===== config.mk =====
export PLATFORM = sky130hd
export DESIGN_NAME = encoder_turn_tracker
export DESIGN_NICKNAME = d
export VERILOG_FILES = /design/src/rtl/encoder_turn_tracker.sv
export SDC_FILE = /design/constraint.sdc
export NUM_CORES = 1
export LEC_CHECK = 0
export ABC_AREA = 1
export BUFFER_PORTS_ARGS = -buffer_cell sky130_fd_sc_hd__buf_2
export CAP_MARGIN = 10
export CELL_PAD_IN_SITES_DETAIL_PLACEMENT = 1
export CELL_PAD_IN_SITES_GLOBAL_PLACEMENT = 2
export CORE_MARGIN = 2
export CORE_UTILIZATION = 38
export CTS_CLUSTER_SIZE = 16
export DETAILED_ROUTE_END_ITERATION = 6
export GPL_TIMING_DRIVEN = 0
export MAX_ROUTING_LAYER = met4
export PLACE_DENSITY = 0.94
export SLEW_MARGIN = 15
export SYNTH_ARGS = -nofsm -noshare
export SYNTH_HDL_FRONTEND = slang
export SYNTH_SLANG_ARGS = --single-unit

===== constraint.sdc =====
create_clock -name clk -period 8.6 [get_ports clk]
set_input_delay 0.86 -clock clk [delete_from_list [all_inputs] [get_ports clk]]
set_output_delay 0.86 -clock clk [all_outputs]
set_load 0.01 [all_outputs]

===== src/rtl/encoder_turn_tracker.sv =====
// Multi-turn unwrapper for the SPI absolute encoder: glitch reject, stale link, zeroing.
// Define ENC_VELOCITY_EN to add per-sample velocity and sample-period outputs.
module encoder_turn_tracker #(
    parameter int POS_W        = 19,
    parameter int TURN_W       = 13,
    parameter int MAX_STEP     = 4096,
    parameter int REJECT_LIMIT = 3,
    parameter int TIMEOUT      = 1000000
) (
    input  logic                      clk,
    input  logic                      rst_n,
    input  logic                      enable,
    input  logic [POS_W-1:0]          sample_val,
    input  logic                      sample_valid,
    input  logic                      zero_req,
    output logic [POS_W+TURN_W-1:0]   pos_out,
    output logic                      pos_valid,
    output logic [TURN_W-1:0]         turn_count,
    output logic                      primed,
    output logic                      fault_glitch,
    output logic                      fault_stale,
    output logic [POS_W-1:0]          velocity,
    output logic [23:0]               period
);

    localparam int FULL_W = POS_W + TURN_W;
    localparam int RC_W   = $clog2(REJECT_LIMIT + 1);
    localparam int SC_W   = $clog2(TIMEOUT + 1);

    localparam logic [POS_W-1:0]  HALF     = POS_W'(1) << (POS_W - 1);
    localparam logic [POS_W-1:0]  STEP_LIM = POS_W'(MAX_STEP);
    localparam logic [POS_W-1:0]  P_ONE    = POS_W'(1);
    localparam logic [TURN_W-1:0] T_ONE    = TURN_W'(1);
    localparam logic [TURN_W-1:0] T_ZERO   = '0;
    localparam logic [RC_W-1:0]   R_LIM    = RC_W'(REJECT_LIMIT);
    localparam logic [RC_W-1:0]   R_ONE    = RC_W'(1);
    localparam logic [SC_W-1:0]   S_LIM    = SC_W'(TIMEOUT);
    localparam logic [SC_W-1:0]   S_ONE    = SC_W'(1);

    typedef enum logic [1:0] {
        UNPRIMED,
        TRACK,
        STALE
    } state_t;

    state_t              state;
    logic                r_valid;
    logic [POS_W-1:0]    r_val;
    logic                r_zero;
    logic [POS_W-1:0]    last_raw;
    logic [TURN_W-1:0]   turn;
    logic [FULL_W-1:0]   offset;
    logic [RC_W-1:0]     reject_cnt;
    logic [SC_W-1:0]     stale_cnt;
    logic                zero_pend;
    logic                zeroed;
    logic                s1_valid;
    logic [FULL_W-1:0]   s1_cat;
    logic [FULL_W-1:0]   s1_off;

    logic [POS_W-1:0]    d;
    logic [POS_W-1:0]    d_abs;
    logic [POS_W-1:0]    fwd_gap;
    logic                wrap_fwd;
    logic                wrap_rev;
    logic                glitch;
    logic                force_acc;
    logic                normal;
    logic                acc;
    logic [TURN_W-1:0]   turn_nxt;

    // Wrapped delta of the registered sample against the last accepted raw value
    assign d        = r_val - last_raw;
    assign d_abs    = d[POS_W-1] ? (~d + P_ONE) : d;
    assign fwd_gap  = last_raw - r_val;
    assign wrap_fwd = (r_val < last_raw) && (fwd_gap > HALF);
    assign wrap_rev = (r_val > last_raw) && (d > HALF);
    assign glitch   = d_abs > STEP_LIM;
    assign force_acc = reject_cnt >= R_LIM;

    assign normal = r_valid && (state == TRACK) && !force_acc && !glitch;
    assign acc    = r_valid && ((state != TRACK) || force_acc || !glitch);

    assign turn_nxt = (normal && wrap_fwd) ? turn + T_ONE :
                      (normal && wrap_rev) ? turn - T_ONE : turn;

    always_ff @(posedge clk or negedge rst_n) begin
        if (!rst_n) begin
            r_valid      <= 1'b0;
            r_val        <= '0;
            r_zero       <= 1'b0;
            state        <= UNPRIMED;
            last_raw     <= '0;
            turn         <= '0;
            offset       <= '0;
            reject_cnt   <= '0;
            stale_cnt    <= '0;
            zero_pend    <= 1'b0;
            zeroed       <= 1'b0;
            primed       <= 1'b0;
            fault_glitch <= 1'b0;
            fault_stale  <= 1'b0;
            s1_valid     <= 1'b0;
            s1_cat       <= '0;
            s1_off       <= '0;
        end else begin
            r_valid  <= sample_valid && enable;
            r_val    <= sample_val;
            r_zero   <= zero_req;
            s1_valid <= acc;
            if (r_zero) zeroed <= 1'b1;

            if (acc) begin
                state        <= TRACK;
                primed       <= 1'b1;
                fault_glitch <= 1'b0;
                fault_stale  <= 1'b0;
                reject_cnt   <= '0;
                stale_cnt    <= '0;
                last_raw     <= r_val;
                // A coincident zero lands on the new raw value, so this sample reads 0
                if (r_zero || (state == UNPRIMED && zero_pend)) begin
                    turn      <= T_ZERO;
                    offset    <= {T_ZERO, r_val};
                    s1_cat    <= {T_ZERO, r_val};
                    s1_off    <= {T_ZERO, r_val};
                    zero_pend <= 1'b0;
                end else if (state == UNPRIMED) begin
                    turn   <= T_ZERO;
                    s1_cat <= {T_ZERO, r_val};
                    if (zeroed) begin
                        s1_off <= offset;
                    end else begin
                        offset <= {T_ZERO, r_val};
                        s1_off <= {T_ZERO, r_val};
                    end
                end else begin
                    turn   <= turn_nxt;
                    s1_cat <= {turn_nxt, r_val};
                    s1_off <= offset;
                end
            end else begin
                unique case (state)
                    UNPRIMED: begin
                        if (r_zero) zero_pend <= 1'b1;
                    end
                    TRACK: begin
                        if (r_valid) begin
                            fault_glitch <= 1'b1;
                            reject_cnt   <= reject_cnt + R_ONE;
                        end
                        if (stale_cnt >= S_LIM - S_ONE) begin
                            state       <= STALE;
                            fault_stale <= 1'b1;
                            stale_cnt   <= S_LIM;
                        end else begin
                            stale_cnt <= stale_cnt + S_ONE;
                        end
                    end
                    default: ;
                endcase
                if (r_zero && state != UNPRIMED) begin
                    turn   <= T_ZERO;
                    offset <= {T_ZERO, last_raw};
                end
            end

            // Disable wins over any state update; an in-flight s1 result still issues
            if (!enable) begin
                state        <= UNPRIMED;
                primed       <= 1'b0;
                fault_glitch <= 1'b0;
                fault_stale  <= 1'b0;
                reject_cnt   <= '0;
                stale_cnt    <= '0;
            end
        end
    end

    always_ff @(posedge clk or negedge rst_n) begin
        if (!rst_n) begin
            pos_valid  <= 1'b0;
            pos_out    <= '0;
            turn_count <= '0;
        end else begin
            pos_valid <= s1_valid;
            if (s1_valid) begin
                pos_out    <= s1_cat - s1_off;
                turn_count <= s1_cat[FULL_W-1:POS_W];
            end
        end
    end

`ifdef ENC_VELOCITY_EN
    localparam logic [23:0] PER_MAX = '1;

    logic [23:0]      per_cnt;
    logic [23:0]      s1_per;
    logic [POS_W-1:0] s1_vel;

    // per_cnt holds cycles elapsed since the previous accepted sample
    always_ff @(posedge clk or negedge rst_n) begin
        if (!rst_n) begin
            per_cnt  <= '0;
            s1_per   <= '0;
            s1_vel   <= '0;
            velocity <= '0;
            period   <= '0;
        end else begin
            if (acc) begin
                per_cnt <= 24'd1;
            end else if (per_cnt != PER_MAX) begin
                per_cnt <= per_cnt + 24'd1;
            end
            if (acc) begin
                s1_vel <= normal ? d : '0;
                s1_per <= normal ? per_cnt : '0;
            end
            if (s1_valid) begin
                velocity <= s1_vel;
                period   <= s1_per;
            end
        end
    end
`else
    assign velocity = '0;
    assign period   = '0;
`endif

endmodule


== Word level (Yosys, flattened, before mapping) ==
Index checks and enable logic that the tools add are counted.
Word-level totals
  bits in registers: 225
  input port bits: 24
  output and inout bits: 92
  word-level logic and storage cells: 107
Operators by class
  $add $sub $neg: 8
  $lt $le $gt $ge: 7
  equal/unequal tests: 7
  multiplexer cells: 40
  bitwise operators: 1
  reductions and logical operators: 24
Operators by type and width (count)
  2-to-1 mux 32 bit: 7
  2-to-1 mux 20 bit: 4
  2-to-1 mux 13 bit: 6
  greater-than comparator 19 bit, second input constant: 2
  subtractor 19 bit: 2
  subtractor 32 bit: 1
  adder 20 x 1 -> 20 bit, second input constant: 1
  >= comparator 20 bit, second input constant: 1
  adder 19 x 1 -> 19 bit, second input constant: 1
  greater-than comparator 19 x 13 -> 1 bit, second input constant: 1
  greater-than comparator 19 bit: 1
  less-than comparator 19 bit: 1
  2-to-1 mux 19 bit: 1
  NOT 19 bit: 1
  2-to-1 mux 2 bit: 8
  2-to-1 mux 1 bit: 14
  adder 13 x 1 -> 13 bit, second input constant: 1
  subtractor 13 x 1 -> 13 bit, second input constant: 1
  logical AND 1 bit: 11
  inequality test 3 x 1 -> 1 bit, second input constant: 3
  nonzero test 2 bit: 4
  inequality test 2 x 1 -> 1 bit, second input constant: 3
  AND reduction 2 bit: 2
  logical OR 1 bit: 3
  other kinds (6): 7

== Logic depth before layout (Yosys ltp) ==
Gate-level depths: netlist of the first run.
  word-level depth: 13
  depth in mapped cells: 30
  gate-level depth less buffers: 27

== Least setup slack after synthesis of the first run ==
OpenSTA, ideal clock, no wires.
  path kind: register to register
  start point: reg r_val[0]
  end point: reg offset[26]
  library setup time: 0.119 ns
  arrival time: 3.155 ns
  required time: 8.481 ns
  slack: 5.326 ns
  stages on the path, launching flop included: 29
  buffers on the path: 3
  period minus slack after synthesis: 3.274 ns
  path through: dfrtp_1 inv_1 ha_1 inv_1 fa_1 inv_1 ha_1 inv_1 nor2_1 nand3_1 nor2_1 nand2_2 nor2_4 nand2_1 nand2_1 nand2_1 nand2_1 nand2_1 nor2_1 nand3_1 nand2_2 nand2_1 nand2_1 nand2_1 buf_6 buf_4 buf_2 nand3_1 nand2_1
Between the ends
  word-level cells in the longest chain between the ends: 9
  elaborated cells between the ends (all ways): 10
  those cells by class: add/sub: 2; order compare: 1; mux: 2; bitwise: 1; reduce/logical: 4
RTL lines
  start: declaration: line 48  | logic [POS_W-1:0] r_val;
  start signal: assignment: line 108  | r_val <= sample_val;
  subtractor 19 bit *: line 73  | assign d = r_val - last_raw;
  NOT 19 bit: line 74  | assign d_abs = d[POS_W-1] ? (~d + P_ONE) : d;
  adder 19 x 1 -> 19 bit: line 74
  2-to-1 mux 19 bit *: line 74
  greater-than comparator 19 x 13 -> 1 bit *: line 78  | assign glitch = d_abs > STEP_LIM;
  zero test 1 bit *: line 82  | assign acc = r_valid && ((state != TRACK) || force_acc || !glitch);
  logical OR 1 bit *: line 82
  logical AND 1 bit *: line 82
  2-to-1 mux 32 bit / nonzero test 2 bit (equally long branches)
  end signal: assignment: line 124  | offset <= {T_ZERO, r_val};
  end signal: assignment: line 134  | offset <= {T_ZERO, r_val};
  end signal: assignment: line 164  | offset <= {T_ZERO, last_raw};
  end: declaration: line 52  | logic [FULL_W-1:0] offset;
Mark *: on every way between the ends. The rest lies on a longest branch, timed or not.
A chain may end at the register's enable or synchronous reset.

== Worst setup path after layout of the first run ==
  start point: reg r_val[0]
  end point: reg offset[13]
Same word-level chain as after synthesis.

==> results of run 1 <==
[registers in the layout, summed over array words and instances, names as in the netlist, 13 cells and up]
signal / flops
r_val: 19
pos_out: 32
s1_cat: 14
last_raw: 18
turn_count: 13
offset: 32
stale_cnt: 20
turn: 13
s1_off: 32
[per-layer routing]
metal	part of all wire, %	vias up	track usage [%]	wire (um)
li1	-	6176	-	-
met1	46	6111	30.0	19200
met2	49	198	41.1	20700
met3	3.2	57	2.20	1350
met4	2.1	0	4.93	866
met5	0	-	-	0
[synthesized netlist by cell type (3+ instances only)]
master / count
nor2_2: 7
o21a_1: 3
dfrtp_1: 205
buf_6: 4
clkbuf_1: 27
nand3_1: 148
xor2_1: 40
xnor2_1: 18
a21oi_1: 70
nand4_1: 23
nand2_2: 16
nor3_1: 18
buf_4: 49
o21bai_1: 8
nor4_1: 3
inv_2: 10
o21ai_1: 5
buf_2: 17
a31oi_1: 26
nand3_2: 14
or2_2: 11
o21ai_0: 145
ha_1: 73
inv_1: 210
nor2_1: 150
nand2_1: 515
a221oi_1: 4
[final cells by class]
type                            instances  area [um2]
Fill cell                            4541       19800
Timing Repair Buffer                   73         420
Buffer                                 99         607
Sequential cell                       205        5130
Clock buffer                           34         699
Tap cell                              461         577
Inverter                              222         836
Multi-Input combinational cell       1369        7100
Clock inverter                         10         129
[metrics by stage]
stage | utilization, % | std cells | instance area, um2 | power, W
2_1_floorplan | - | 1895 | 13700 | 0.00232
3_3_place_gp | 41.4 | 2427 | 14600 | 0.00275
3_5_place_dp | 41.6 | 2429 | 14700 | 0.00280
4_1_cts | 43.9 | 2473 | 15500 | 0.00390
5_1_grt | 43.9 | 2473 | 15500 | 0.00417
6_report | 43.9 | 2473 | 15500 | 0.00387
[layout by cell type, fill, tap and decap left out, types with 18 or more instances in the layout]
cell type / n
nand4_1: 23
conb_1: 43
dfrtp_1: 205
clkbuf_16: 25
a21oi_1: 70
a31oi_1: 26
nand2_1: 515
nor3_1: 18
xnor2_1: 18
buf_2: 87
nor2_1: 150
inv_1: 210
clkbuf_1: 32
nand3_1: 148
o21ai_0: 145
xor2_1: 40
ha_1: 73
buf_4: 49
[critical path: cells and delay by family (launching register included)]
family                   cells  cell delay (ns)
AND/OR/NAND/NOR             18             1.84
buffers and inverters        6             0.89
adder cells (fa/ha/maj)      3             0.82
AO/OA/AOI/OAI                1             0.16
flip-flops                   1             0.37
[how the worst max path moves through the flow]
stage               endpoint  depth (start not counted)
5_1_grt           s1_cat[27]                         28
4_1_cts        stale_cnt[15]                         26
3_3_place_gp   turn_count[3]                          1
3_5_place_dp   stale_cnt[15]                         26
2_1_floorplan     offset[26]                         28
6_report          offset[13]                         28
[power breakdown]
part	internal [W]	switching, W	total, W
clock	0.000634	0.000444	0.00108
combinational	0.000536	0.00102	0.00156
sequential	0.00112	0.000111	0.00123
total	0.00229	0.00158	0.00387
[logic make-up after synthesis]
group / Yosys count / share of synthesized area (%)
adder cells (fa/ha/maj): 75 / 7.05
other: 1 / 0.0277
XOR/XNOR: 58 / 3.76
flip-flops: 205 / 38.0
AND/OR/NAND/NOR: 918 / 29.5
AO/OA/AOI/OAI: 275 / 11.1
buffers and inverters: 321 / 10.7
==> results.sh, run 1 <==
export IMPL_status="completed"
export IMPL_antenna_found_initial=0
export IMPL_wl_um=42200
export IMPL_first_pass_iters=5
export IMPL_whs_ns=0.139
export IMPL_fin_skew_ns=0.0254
export IMPL_post_place_ws_ns=4.34
export IMPL_ant_nets=0
export IMPL_yosysTopAreaCell="dfrtp_1"
export IMPL_dp_hpwl_um=32700
export IMPL_ys_warn_count=0
export IMPL_netlist_area_mm2=0.0135
export IMPL_hp_class="in2async"
export IMPL_yosysUniqueCellTypes=50
export IMPL_synthToLayoutAreaGrowth_pct=14.7
export IMPL_max_cap_violations=0
export IMPL_slew_violations=0
export IMPL_drc=0
export IMPL_worstPathArrival_ns=4.62
export IMPL_htreeDepth=1
export IMPL_cp_slowest_cell="fa_1"
export IMPL_cts_sinks=205
export IMPL_ios=116
export IMPL_synth_async_sr_flop_share_pct=100
export IMPL_clockBufferDepth=3
export IMPL_initialDrtViolationCount=705
export IMPL_r2r_slack_ns=4.43
export IMPL_setup_violations=0
export IMPL_crit_type="reg2reg"
export IMPL_p_leak_nw=8.23
export IMPL_max_stage_delay_ns=0.45
export IMPL_fin_crit_ns=4.17
export IMPL_synth_edff_count=0
export IMPL_synthFlopType="dfrtp_1"
export IMPL_die_area_mm2=0.0371
export IMPL_rows=69
export IMPL_fin_crit_sh_pct=48.4
export IMPL_crit_reg2reg_capture="offset[13]"
export IMPL_routabilityCongestion=0.869
export IMPL_relSlewSlack_pct=54.4
export IMPL_worstSetupStartpointType="flip-flop"
export IMPL_p_per_area_mw_per_mm2=250
export IMPL_final_layout_size_suffix_gt1_share_pct=12.6
export IMPL_post_cts_buffers=0
export IMPL_grt_start_max_net_pins=104
export IMPL_cp_max_fo=10
export IMPL_irDropWorstVdd_mv=0.164
export IMPL_cts_tree="done"
export IMPL_rr_worst_depth=28
export IMPL_worstReg2RegStart="r_val[0]"
export IMPL_coreArea_mm2=0.0353
export IMPL_grt_pass1_vias=13000
export IMPL_post_drt_wl_per_cell_um=17.1
export IMPL_synth_top_cell_area_share_pct=38.0
export IMPL_num_antenna_cells=0
export IMPL_rsz0062_at_grt="no"
export IMPL_numCtsBuffers=25
export IMPL_clock_latency_ns=0.56
export IMPL_fin_ws_ns=4.43
export IMPL_grtUsageTotal_pct=23.7
export IMPL_final_net_count=2094
export IMPL_vias=12500
export IMPL_root_buffer="clkbuf_16"
export IMPL_grt_ovfl_total=0
export IMPL_startpoint="r_val[0]"
export IMPL_clk_pin_slew_ns=0.06
export IMPL_fmax_mhz=240
export IMPL_end_kind="flip-flop"
export IMPL_required_ns=9.05
export IMPL_tns_ns=0
export IMPL_avgSynthCellArea_um2=7.29
export IMPL_seq_area_frac_synth_pct=38.0
export IMPL_synth_seq_cells=205
export IMPL_hold_viol=0
export IMPL_cp_common_cell="nand2_1"
export IMPL_holdBufCountCts=0
export IMPL_port_buffers=71
export IMPL_die_w_um=193
export IMPL_synthCells=1853
export IMPL_grt_pass1_wl_um=68100
export IMPL_die_h_um=193
export IMPL_tightest_slew_ns=0.679
export IMPL_via_per_inst=5.07
export IMPL_synth_area_leaders="dfrtp_1 38%, nand2_1 14%, ha_1 6.8%"
export IMPL_post_cts_resized=0
export IMPL_initial_utilization_pct=38.3
(Power assumes the default switching activity.)
==> run 2, diff against run 1 <==
- CORE_UTILIZATION: 38 -> 32
- PLACE_DENSITY: 0.94 -> 0.85
- clock period: 8.6 -> 3.6 ns (I/O delays scaled with it)
==> run 2 against run 1 <==
Effect of this change: the run now ends with negative setup slack left; hold slack gained 0.079 ns; combinational power grew to 2.9 times the previous value; design area grew 17%; largest cell class unchanged; non-clock buffer count grew 84; sequential power grew 140%; cell count grew 6.6%; routed wire length grew 12%; clock-buffer cell count grew 3; clock power grew to 2.5 times the previous value; highest routed layer unchanged; first-iteration DRC count shrank 1.6%; critical path depth is the same.
==> results.sh, run 2 (same netlist as run 1, synthesis figures left out) <==
export IMPL_status="finished, violations left"
export IMPL_failed_checks="negative setup slack"
export IMPL_fin_skew_ns=0.0288
export IMPL_p_per_area_mw_per_mm2=563
export IMPL_htreeDepth=1
export IMPL_fmax_mhz=271
export IMPL_vias=13100
export IMPL_root_buffer="clkbuf_16"
export IMPL_cts_sinks=205
export IMPL_clk_pin_slew_ns=0.06
export IMPL_antenna_found_initial=0
export IMPL_post_drt_wl_per_cell_um=17.9
export IMPL_p_leak_nw=9.03
export IMPL_die_area_mm2=0.0439
export IMPL_rows=75
export IMPL_cp_slowest_cell="fa_2"
export IMPL_final_net_count=2178
export IMPL_slew_violations=0
export IMPL_cp_max_fo=8
export IMPL_clock_latency_ns=0.57
export IMPL_ios=116
export IMPL_die_w_um=210
export IMPL_r2r_slack_ns=-0.09
export IMPL_fin_total_pwr_w=0.0102
export IMPL_first_pass_iters=5
export IMPL_coreArea_mm2=0.0419
export IMPL_rsz0062_at_grt="yes"
export IMPL_fin_crit_ns=3.69
export IMPL_num_antenna_cells=0
export IMPL_hold_viol=0
export IMPL_nFillCells=5051
export IMPL_initial_utilization_pct=32.3
export IMPL_relSlewSlack_pct=15.8
export IMPL_final_layout_size_suffix_gt1_share_pct=25.2
export IMPL_wl_um=47100
export IMPL_end_kind="flip-flop"
export IMPL_grt_ovfl_total=0
export IMPL_tightest_slew_ns=1.26
export IMPL_dp_hpwl_um=33500
export IMPL_worstReg2RegStart="last_raw[0]"
export IMPL_grt_pass1_vias=13200
export IMPL_ant_nets=0
export IMPL_grt_pass1_wl_um=70100
export IMPL_irDropWorstVdd_mv=0.298
export IMPL_fin_ws_ns=-0.0852
export IMPL_max_stage_delay_ns=0.43
export IMPL_reg_largest_list="offset: 32 flops, pos_out: 32 flops, s1_off: 32 flops"
export IMPL_final_common_cell="nand2_1"
export IMPL_port_buffers=71
export IMPL_clockBufferDepth=3
export IMPL_drc=0
export IMPL_hp_class="in2async"
export IMPL_die_h_um=210
export IMPL_numCtsBuffers=25
export IMPL_cts_tree="done"
export IMPL_max_cap_violations=0
export IMPL_final_cell_mix="432 x nand2_1, 202 x dfrtp_1, 201 x inv_1, 127 x nor2_1, 122 x nand3_1"
export IMPL_whs_ns=0.217
export IMPL_routabilityCongestion=0.876
export IMPL_via_per_inst=4.98
export IMPL_setup_violations=13
export IMPL_tns_ns=-0.353
export IMPL_grtUsageTotal_pct=20.3
export IMPL_cp_common_cell="nand2_1"
export IMPL_worstPathArrival_ns=4.13
export IMPL_initialDrtViolationCount=694
export IMPL_crit_type="reg2reg"
export IMPL_required_ns=4.04
export IMPL_fin_crit_sh_pct=102
export IMPL_crit_reg2reg_capture="offset[6]"
export IMPL_rr_worst_depth=28
export IMPL_grt_start_max_net_pins=102
export IMPL_worstSetupStartpointType="flip-flop"
export IMPL_synthToLayoutAreaGrowth_pct=33.8
run 2: critical path, delay by kind of cell (launching register included):
kind | cells | cell delay (ns)
simple gates | 18 | 1.57
fa+ha+maj | 3 | 0.75
buf+inv | 6 | 0.64
flops | 1 | 0.41
compound gates | 1 | 0.20
run 2: per-stage QoR:
| step | instance area (um2) | instances | setup slack (ns) | util (%) |
|---|---|---|---|---|
| 4_1_cts | 16400 | 2593 | -0.0753 | 39.3 |
| 5_1_grt | 18100 | 2636 | -0.267 | 43.2 |
| 3_3_place_gp | 14700 | 2505 | -1.48 | 35.1 |
| 6_report | 18100 | 2636 | -0.0852 | 43.2 |
| 2_1_floorplan | 13700 | 1895 | 0.326 | - |
| 3_5_place_dp | 14800 | 2507 | -0.683 | 35.3 |
run 2: worst max-delay path by stage:
stage / to / slack [ns] / cells after the start / start
2_1_floorplan: offset[26] / 0.33 / 28 / r_val[0]
3_3_place_gp: stale_cnt[1] / -1.48 / 1 / rst_n
3_5_place_dp: stale_cnt[15] / -0.68 / 26 / r_val[0]
4_1_cts: turn[9] / -0.08 / 28 / last_raw[0]
5_1_grt: offset[6] / -0.27 / 30 / r_val[3]
6_report: offset[6] / -0.09 / 28 / last_raw[0]
run 2: per-layer routing:
layer,GRT usage (%),vias up,part of all wire [%]
met5,-,-,0
met1,26.1,6490,44
li1,-,6369,-
met3,2.21,70,2.8
met2,34.7,210,50
met4,4.33,0,2.4
run 2: area by class of cell:
cell class	count	area, um2	area share, %
Sequential cell	205	5130	28.4
Timing Repair Buffer	157	1450	8.01
Tap cell	539	674	3.73
Inverter	222	853	4.72
Clock inverter	8	139	0.768
Multi-Input combinational cell	1369	8220	45.5
Buffer	99	876	4.84
Clock buffer	37	731	4.04
run 2: report_power, final:
| part | internal (W) | switching [W] |
|---|---|---|
| Clock | 0.00163 | 0.00108 |
| Sequential | 0.00269 | 0.000308 |
| Combinational | 0.00172 | 0.00276 |
run 2: timing repair:
action,4_1_cts,5_1_grt
buffers inserted,17,28
hold buffers,22,0
endpoints found under the setup margin,137,131
endpoints found under the hold margin,226,0
resized for setup,113,343
gates cloned,2,15
pin swaps,29,33
==> run 3, diff against run 2 <==
- CELL_PAD_IN_SITES_GLOBAL_PLACEMENT: 2 -> 1
- CORE_UTILIZATION: 32 -> 41
- CTS_BUF_LIST: unset -> sky130_fd_sc_hd__clkbuf_8
==> run 3 against run 2 <==
Effect of this change: the run still ends with negative setup slack left; clock power fell by 13%; hold slack worse by 0.22 ns; die area decreased by 22%; total power fell by 1.1%; first-iteration DRC count up 89%; maximum frequency is 5.5% lower; cell count decreased by 3.0%; clock skew rose by 0.0063 ns; design area decreased by 2.0%.
==> results.sh, run 3 (same netlist as run 1, synthesis figures left out) <==
export IMPL_crit_end="s1_cat[31]"
export IMPL_dp_cells=2409
export IMPL_first_pass_iters=5
export IMPL_grt_pass1_wl_um=72800
export IMPL_setup_violations=126
export IMPL_ios=116
export IMPL_clock_latency_ns=0.58
export IMPL_ant_nets=0
export IMPL_clockBufferDepth=3
export IMPL_post_drt_wl_per_cell_um=21.4
export IMPL_rr_worst_depth=27
export IMPL_vias=14200
export IMPL_numCtsBuffers=38
export IMPL_fin_crit_ns=3.90
export IMPL_coreArea_mm2=0.0325
export IMPL_die_h_um=186
export IMPL_cp_common_cell="nand2_1"
export IMPL_cp_depth=27
export IMPL_final_cell_mix="445 x nand2_1, 212 x inv_1, 203 x dfrtp_1, 140 x nor2_1, 119 x nand3_1"
export IMPL_via_per_inst=5.57
export IMPL_crit_type="reg2reg"
export IMPL_fin_crit_sh_pct=108
export IMPL_worstReg2RegStart="r_val[0]"
export IMPL_p_leak_nw=9.06
export IMPL_drc=0
export IMPL_relSlewSlack_pct=25.2
export IMPL_status="finished, violations left"
export IMPL_hp_class="in2reg"
export IMPL_root_buffer="clkbuf_8"
export IMPL_r2r_slack_ns=-0.30
export IMPL_grt_start_max_net_pins=106
export IMPL_fin_skew_ns=0.0350
export IMPL_rsz0062_at_grt="yes"
export IMPL_initial_utilization_pct=41.5
export IMPL_instances_no_fill=2557
export IMPL_grtUsageTotal_pct=27.2
export IMPL_max_stage_delay_ns=0.43
export IMPL_rows=66
export IMPL_cp_max_fo=6
export IMPL_cts_sinks=205
export IMPL_end_kind="flip-flop"
export IMPL_worstPathArrival_ns=4.35
export IMPL_grt_pass1_vias=14200
export IMPL_antenna_found_initial=1
export IMPL_dp_hpwl_um=32700
export IMPL_crit_reg2reg_capture="s1_cat[31]"
export IMPL_reg_largest_list="offset: 32 flops, pos_out: 32 flops, s1_off: 32 flops"
export IMPL_final_layout_size_suffix_gt1_share_pct=25.1
export IMPL_fin_ws_ns=-0.299
export IMPL_whs_ns=0.00161
export IMPL_routabilityCongestion=0.942
export IMPL_tightest_slew_ns=1.12
export IMPL_slew_violations=0
export IMPL_failed_checks="negative setup slack"
export IMPL_path_delay_family="simple AND/OR/NAND/NOR gates"
export IMPL_initialDrtViolationCount=1313
export IMPL_clk_pin_slew_ns=0.09
export IMPL_grt_ovfl_total=0
export IMPL_cts_tree="done"
export IMPL_irDropWorstVdd_mv=0.383
export IMPL_worstSetupStartpointType="flip-flop"
export IMPL_max_cap_violations=0
export IMPL_die_w_um=186
export IMPL_synthToLayoutAreaGrowth_pct=31.1
export IMPL_hold_viol=0
export IMPL_wl_um=54600
export IMPL_p_per_area_mw_per_mm2=568
export IMPL_port_buffers=71
export IMPL_final_common_cell="nand2_1"
export IMPL_final_net_count=2192
export IMPL_path_buf_inv=7
export IMPL_startpoint="r_val[0]"
export IMPL_required_ns=4.05
export IMPL_die_area_mm2=0.0344
export IMPL_htreeDepth=2
export IMPL_cp_slowest_cell="dfrtp_1"
export IMPL_fmax_mhz=256
## run 3: changes by cell type in the layout (fill, tap and decap cells not counted), sizes merged, moves of 2 or more
cell,delta
bufinv,-2
buf,+2
inv,+11
clkbuf,+7
## run 3: where the power goes
| part | total (W) | leakage, nW | switching, W | internal [W] |
|---|---|---|---|---|
| combinational | 0.00470 | 6.01 | 0.00301 | 0.00169 |
| clock | 0.00234 | 0.413 | 0.00114 | 0.00121 |
| sequential | 0.00302 | 2.63 | 0.000335 | 0.00269 |
| total | 0.0101 | 9.06 | 0.00448 | 0.00558 |
## run 3: routing by layer
| layer | up-vias | share of wire (%) | GRT usage (%) |
|---|---|---|---|
| met4 | 0 | 5.2 | 9.67 |
| met2 | 568 | 51 | 48.3 |
| met1 | 7083 | 39 | 31.9 |
| met5 | - | 0 | - |
| li1 | 6373 | - | - |
| met3 | 207 | 5.0 | 3.01 |
## run 3: worst register-to-register path, cell delays in order (launching register included)
cell and delay (ns):
dfrtp_1 0.43, inv_2 0.11, ha_4 0.15, inv_4 0.04, buf_4 0.12, buf_4 0.12, buf_4 0.14, nand3_1 0.13
nand2_2 0.10, nand2_1 0.12, nand2_1 0.13, nand2_1 0.11, nand2_1 0.05, nand2_1 0.07, nand2_1 0.14, nor2_2 0.19
nand4_1 0.13, nand2_1 0.08, nand2_1 0.09, a21oi_4 0.27, nand4_4 0.27, inv_4 0.17, buf_4 0.13, nand2_1 0.05
o21ai_1 0.12, nand2_1 0.13, nand3_4 0.10, nand2_1 0.06
## run 3: final cells by class
type                       instances  area (um2)
timing repair inverter             1        6.26
clock inverter                    16         111
timing repair buffer             159        1390
buffer                            97         848
fill                            4019       14800
sequential                       205        5130
clock buffer                      45         619
multi-input combinational       1369        8190
tap                              442         553
inverter                         222         866
antenna                            1        2.50
## run 3: worst min path at each step
stage | startpoint | to | slack [ns] | cells past startpoint
after floorplan | rst_n | fault_glitch | 0.06 | 0
after global placement | zeroed | zeroed | 0.45 | 1
after detailed placement | turn_count[10] | turn_count[10] | 0.46 | 2
after CTS | sample_valid | r_valid | 0.003 | 3
after global routing | sample_valid | r_valid | 0.03 | 3
final | sample_valid | r_valid | 0.002 | 3
## run 3: repair_timing
item | 4_1_cts | 5_1_grt
hold endpoints to repair | 120 | 0
pin swaps | 15 | 46
resized for setup | 97 | 371
gates cloned | 1 | 12
setup endpoints to repair | 137 | 132
buffers inserted | 20 | 34
hold buffers | 21 | 0
## run 3: per-stage QoR
step / setup WS, ns / power [W] / instance area (um2) / setup TNS (ns) / util (%)
2_1_floorplan: 0.326 / 0.00553 / 13700 / 0 / -
3_3_place_gp: -1.34 / 0.00652 / 14600 / -309.48 / 44.8
3_5_place_dp: -0.642 / 0.00670 / 14600 / -62.42 / 44.9
4_1_cts: -0.0109 / 0.00924 / 16100 / -0.0109 / 49.4
5_1_grt: -0.464 / 0.0106 / 17700 / -44.83 / 54.5
6_report: -0.299 / 0.0101 / 17700 / -18.59 / 54.5
